==> config.mk <==
export PLATFORM = sky130hd
export DESIGN_NAME = i2c_master_write_byte
export DESIGN_NICKNAME = d
export VERILOG_FILES = /design/src/rtl/i2c_master_write_byte.sv
export SDC_FILE = /design/constraint.sdc
export NUM_CORES = 1
export LEC_CHECK = 0
export ABC_AREA = 1
export CAP_MARGIN = 40
export CORE_ASPECT_RATIO = 0.75
export CORE_MARGIN = 2
export CORE_UTILIZATION = 52
export CTS_BUF_LIST = sky130_fd_sc_hd__clkbuf_16
export DETAILED_ROUTE_END_ITERATION = 10
export GPL_TIMING_DRIVEN = 0
export PLACE_DENSITY = 0.83
export SETUP_SLACK_MARGIN = 0.05
export SYNTH_ARGS = -nofsm -noshare
export SYNTH_HDL_FRONTEND = slang
export SYNTH_SLANG_ARGS = --single-unit
==> constraint.sdc <==
create_clock -name clock -period 1.9 [get_ports clock]
set_input_delay 0.38 -clock clock [delete_from_list [all_inputs] [get_ports clock]]
set_output_delay 0.38 -clock clock [all_outputs]
set_load 0.01 [all_outputs]
==> src/rtl/i2c_master_write_byte.sv <==
// Byte-level I2C write sequencer: turns one byte plus optional START/STOP into bit commands.
// Optional abort support is compiled in with `define I2C_WRITE_BYTE_ABORT_EN.
module i2c_master_write_byte (
    input  logic       clock,
    input  logic       reset_n,
    input  logic       go,
    input  logic [7:0] data_in,
    input  logic       with_start,
    input  logic       with_stop,
`ifdef I2C_WRITE_BYTE_ABORT_EN
    input  logic       abort,
    output logic       aborted,
`endif
    output logic       finish,
    output logic       bit_go,
    output logic [2:0] bit_command,
    input  logic       bit_finish
);

    localparam logic [2:0] CMD_START = 3'b010;
    localparam logic [2:0] CMD_STOP  = 3'b011;
    localparam logic [2:0] CMD_DATA0 = 3'b100;
    localparam logic [2:0] CMD_DATA1 = 3'b101;

    typedef enum logic [1:0] {StIdle, StIssue, StRelease, StDone} state_e;

    state_e     state_q, state_d;
    logic [3:0] step_q, step_d;
    logic [7:0] data_q, data_d;
    logic       start_q, start_d;
    logic       stop_q, stop_d;
    logic       finish_q, finish_d;
    logic       bit_go_q, bit_go_d;
    logic [2:0] cmd_q, cmd_d;
    logic [3:0] last_step;
`ifdef I2C_WRITE_BYTE_ABORT_EN
    logic       abort_pend_q, abort_pend_d;
    logic       aborted_q, aborted_d;
    logic       abort_now;
`endif

    // Step index -> command; the STOP slot is only reachable when stop is latched.
    function automatic logic [2:0] cmd_at(input logic [3:0] step, input logic [7:0] d,
                                          input logic s);
        logic [3:0] idx;
        idx = step - {3'b000, s};
        if (s && step == 4'd0) begin
            return CMD_START;
        end else if (idx < 4'd8) begin
            return d[3'd7 - idx[2:0]] ? CMD_DATA1 : CMD_DATA0;
        end else begin
            return CMD_STOP;
        end
    endfunction

    assign last_step = 4'd7 + {3'b000, start_q} + {3'b000, stop_q};

    always_comb begin
        state_d  = state_q;
        step_d   = step_q;
        data_d   = data_q;
        start_d  = start_q;
        stop_d   = stop_q;
        finish_d = finish_q;
        bit_go_d = bit_go_q;
        cmd_d    = cmd_q;
`ifdef I2C_WRITE_BYTE_ABORT_EN
        abort_pend_d = abort_pend_q;
        aborted_d    = aborted_q;
        abort_now    = abort_pend_q | abort;
`endif
        unique case (state_q)
            StIdle: begin
                if (go && !finish_q) begin
                    data_d   = data_in;
                    start_d  = with_start;
                    stop_d   = with_stop;
                    step_d   = 4'd0;
                    cmd_d    = cmd_at(4'd0, data_in, with_start);
                    bit_go_d = 1'b1;
                    state_d  = StIssue;
`ifdef I2C_WRITE_BYTE_ABORT_EN
                    abort_pend_d = 1'b0;
`endif
                end
            end
            StIssue: begin
`ifdef I2C_WRITE_BYTE_ABORT_EN
                if (abort) abort_pend_d = 1'b1;
`endif
                if (bit_finish) begin
                    bit_go_d = 1'b0;
                    state_d  = StRelease;
                end
            end
            StRelease: begin
`ifdef I2C_WRITE_BYTE_ABORT_EN
                if (abort) abort_pend_d = 1'b1;
`endif
                if (!bit_finish) begin
`ifdef I2C_WRITE_BYTE_ABORT_EN
                    // An abort always finishes with exactly one STOP on the bus.
                    if (abort_now) begin
                        if (cmd_q != CMD_STOP) begin
                            cmd_d    = CMD_STOP;
                            bit_go_d = 1'b1;
                            state_d  = StIssue;
                        end else begin
                            finish_d  = 1'b1;
                            aborted_d = 1'b1;
                            state_d   = StDone;
                        end
                    end else
`endif
                    begin
                        if (step_q == last_step) begin
                            finish_d = 1'b1;
                            state_d  = StDone;
                        end else begin
                            step_d   = step_q + 4'd1;
                            cmd_d    = cmd_at(step_q + 4'd1, data_q, start_q);
                            bit_go_d = 1'b1;
                            state_d  = StIssue;
                        end
                    end
                end
            end
            StDone: begin
                finish_d = 1'b1;
                if (!go) begin
                    finish_d = 1'b0;
                    state_d  = StIdle;
`ifdef I2C_WRITE_BYTE_ABORT_EN
                    aborted_d = 1'b0;
`endif
                end
            end
            default: state_d = StIdle;
        endcase
    end

    always_ff @(posedge clock) begin
        if (!reset_n) begin
            state_q  <= StIdle;
            step_q   <= 4'd0;
            data_q   <= 8'd0;
            start_q  <= 1'b0;
            stop_q   <= 1'b0;
            finish_q <= 1'b0;
            bit_go_q <= 1'b0;
            cmd_q    <= 3'b000;
`ifdef I2C_WRITE_BYTE_ABORT_EN
            abort_pend_q <= 1'b0;
            aborted_q    <= 1'b0;
`endif
        end else begin
            state_q  <= state_d;
            step_q   <= step_d;
            data_q   <= data_d;
            start_q  <= start_d;
            stop_q   <= stop_d;
            finish_q <= finish_d;
            bit_go_q <= bit_go_d;
            cmd_q    <= cmd_d;
`ifdef I2C_WRITE_BYTE_ABORT_EN
            abort_pend_q <= abort_pend_d;
            aborted_q    <= aborted_d;
`endif
        end
    end

    assign finish      = finish_q;
    assign bit_go      = bit_go_q;
    assign bit_command = cmd_q;
`ifdef I2C_WRITE_BYTE_ABORT_EN
    assign aborted     = aborted_q;
`endif

endmodule
==> run_results.csv <==
group,metric,value,unit
layout,fin_cells,240,
power_and_ir_drop,combPwrFrac,0.470,
critical_path,worstSetupEndpointType,"flop",
placed_design,dp_hpwl,2050,microns
drt,vias,1246,
outcome,status,"finished clean",
job,maxCapViolations,0,
placed_design,gp_congestion,0.802,
power_and_ir_drop,power.switching,0.841,mW
sta,clock_skew,0.00138,ns
global_routing,overflow,0,
synthesis,yosysTopAreaCell,"dfxtp_1",
sta,tightestPinTransition,0.399,ns
synthesis,syn_avg_cell_area,6.68,sq um
synthesis,synth_cell_types,24,
placed_design,place.port_buffers,18,
cts,cts_inserted_buffers,3,
drt,routed_wl,2760,microns
critical_path,path_buf_inv,2,
drt,final_antenna_net_count,0,
power_and_ir_drop,leakage,0.705,nW
sta,timing.fmax,594,MHz
synthesis,ys_warn_count,0,
synthesis,ys_top_cells_by_area,"dfxtp_1 (34%), nand2_1 (14%), inv_1 (9.8%)",
synthesis,synth_edf_count,0,
synthesis,synth_ff_type,"dfxtp_1",
layout,drive_gt1_frac,0.0971,
sta,final.setup.tns,0,ns
synthesis,synthTopCellsByCount,"nand2_1 (46), inv_1 (32), dfxtp_1 (21)",
layout,num-fill-cells,192,
sta,finalSetupViolCount,0,
synthesis,ys_ff_latch,21,
sta,slew_headroom,0.734,
sta,finalMaxSlewViolations,0,
drt,wire_per_inst,11.5,microns
synthesis,synth_top_area_frac,0.342,
floorplan,initial_core_util,0.542,
global_routing,grt_pass1_wl,4620,microns
layout,final_core_util,0.676,
layout,fin_nets,226,
power_and_ir_drop,cellPowerDensity,1360,mW/mm^2
critical_path,cp_common_cell,"nand2_1",
critical_path,crit_fanout,7,
critical_path,critPathKind,"reg2reg",
critical_path,max_stage_delay,0.36,ns
global_routing,grt_start_max_net_pins,13,
drt,drc,0,
floorplan,io_pins,19,
floorplan,die_area,0.00277,sq mm
cts,clk_pin_slew,0.06,ns
cts,clock_latency,0.25,ns
critical_path,worstPathRequired,2.08,ns
power_and_ir_drop,ir_drop,919,uV
critical_path,crit_chain,"ha_1 -> inv_1 -> ha_1 -> inv_1 -> nand3_1 -> nand2_1 -> nand2_1 -> nand3_1 -> nand2_1 -> a21oi_1",
synthesis,synth_nets,203,
synthesis,yosysMostFrequentCell,"nand2_1",
floorplan,row_count,15,
sta,period_needed,1.68,ns
global_routing,grt_usage,0.228,
critical_path,cp.arrival,1.86,ns
drt,drtIter0Drc,61,
sta,finalHoldViolCount,0,
critical_path,critical_path.top_delay_family,"adder cells",
floorplan,die_x,60.2,microns
cts,cts_buffer_depth,2,
cts,root_buffer,"clkbuf_16",
power_and_ir_drop,p_sw_frac,0.403,
placed_design,dp_cells,236,
power_and_ir_drop,p_clk_frac,0.210,
global_routing,grt_pass1_vias,1102,
layout,synthToLayoutAreaGrowth,24.8,%
drt,first_pass_iters,4,
synthesis,syn_inst,184,
cts,cts_tree,"done",
cts,clkSinkCount,21,
global_routing,antenna_found_initial,0,
cts,htreeDepth,1,
drt,detail_route.vias_per_cell,5.19,
floorplan,die_h,46.1,microns
layout,n_antenna_cell,0,
power_and_ir_drop,p_seq_frac,0.320,
sta,finalCritPeriodShare,0.886,
cts,post_cts_buffers,0,
synthesis,syn_area,0.00123,sq mm
power_and_ir_drop,cell_internal_pwr,1.25,mW
sta,rsz0062_at_grt,"false",
critical_path,cpMaxStageDelayCell,"dfxtp_2",
floorplan,coreArea,0.00227,sq mm
synthesis,synthArstFlopShare,0,
worst_hold_path,hold_class,"reg2reg",
synthesis,synth-seq-area-share,0.342,
critical_path,cp-start-kind,"flop",
## final timing paths
check	startpoint	slack [ns]	cells past startpoint	endpoint
worst max register to register	step_q[1]	0.22	10	bit_command[0]
worst min-delay path	data_q[5]	0.45	2	data_q[5]
worst max-delay path	step_q[1]	0.22	10	bit_command[0]
worst min register to register	data_q[5]	0.45	2	data_q[5]
## what timing repair did
action                     4_1_cts  5_1_grt
setup endpoints to repair        0        2
hold buffers                     0        0
resized for setup                0        2
## per-stage QoR
step | setup WS [ns] | instance area (sq um) | hold WS (ns) | power [mW]
CTS | 0.192 | 1530 | 0.455 | 2.10
floorplan | 0.383 | 1230 | 0.429 | 1.38
global placement | 0.151 | 1450 | 0.440 | 1.61
finish | 0.217 | 1540 | 0.451 | 2.09
detailed placement | 0.133 | 1450 | 0.446 | 1.64
global route | 0.0662 | 1540 | 0.482 | 2.26
## worst register-to-register path, stage by stage, from the launching register on
cell and delay [ns]:
dfxtp_2 0.36, ha_1 0.33, inv_1 0.05, ha_1 0.32
inv_1 0.08, nand3_1 0.08, nand2_1 0.07, nand2_1 0.05
nand3_1 0.07, nand2_1 0.06, a21oi_1 0.14
## cell families (layout without fill, tap and decap cells)
kind of cell | after synthesis | count (layout) | synth area share
simple gates | 87 | 87 | 0.346
buf+inv | 36 | 58 | 0.111
compound gates | 35 | 35 | 0.151
flops | 21 | 21 | 0.342
fa+ha+maj | 5 | 5 | 0.0509
## power by group through the flow
stage,Clock (mW),Combinational [mW],Sequential [mW]
2_1_floorplan,0,0.698,0.678
3_3_place_gp,0,0.941,0.667
3_5_place_dp,0,0.966,0.672
4_1_cts,0.450,0.983,0.665
5_1_grt,0.469,1.10,0.686
6_report,0.439,0.980,0.668
## routing by layer
layer	global-route usage	vias to the layer above	part of all wire
met3	0.0618	6	0.051
met1	0.305	572	0.48
met4	0.102	0	0.016
met5	0	-	0
met2	0.343	31	0.45
li1	-	637	-
## layout by cell type, fill, tap and decap left out, types with 2 or more instances in the layout
master and instances:
nand2_1 46, inv_1 32, dfxtp_1 19, a21oi_1 18, clkdlybuf4s50_1 18, nand3_1 13, o21ai_0 12, nor2_1 9
nand4_1 5, ha_1 5, nor2_4 3, nand2_4 3, nand2_2 3, clkbuf_16 3, nor3_1 2, clkbuf_1 2
dfxtp_2 2
## state kept, by name (all words and copies together), names as in the netlist
name         cells
data_q           8
bit_go           1
finish           1
state_q          2
stop_q           1
step_q           4
start_q          1
bit_command      3
## layout make-up
cell class | instances | area (sq um) | share of cell area
clock inverters | 1 | 5.00 | 0.00326
multi-input cells | 127 | 673 | 0.438
clock buffers | 3 | 75.1 | 0.0489
repair buffers | 18 | 180 | 0.117
inverters | 33 | 124 | 0.0807
flip-flops and latches | 21 | 423 | 0.275
well taps | 34 | 42.5 | 0.0277
plain buffers | 3 | 12.5 | 0.00815
No activity file was read; power rests on OpenSTA's default activity.
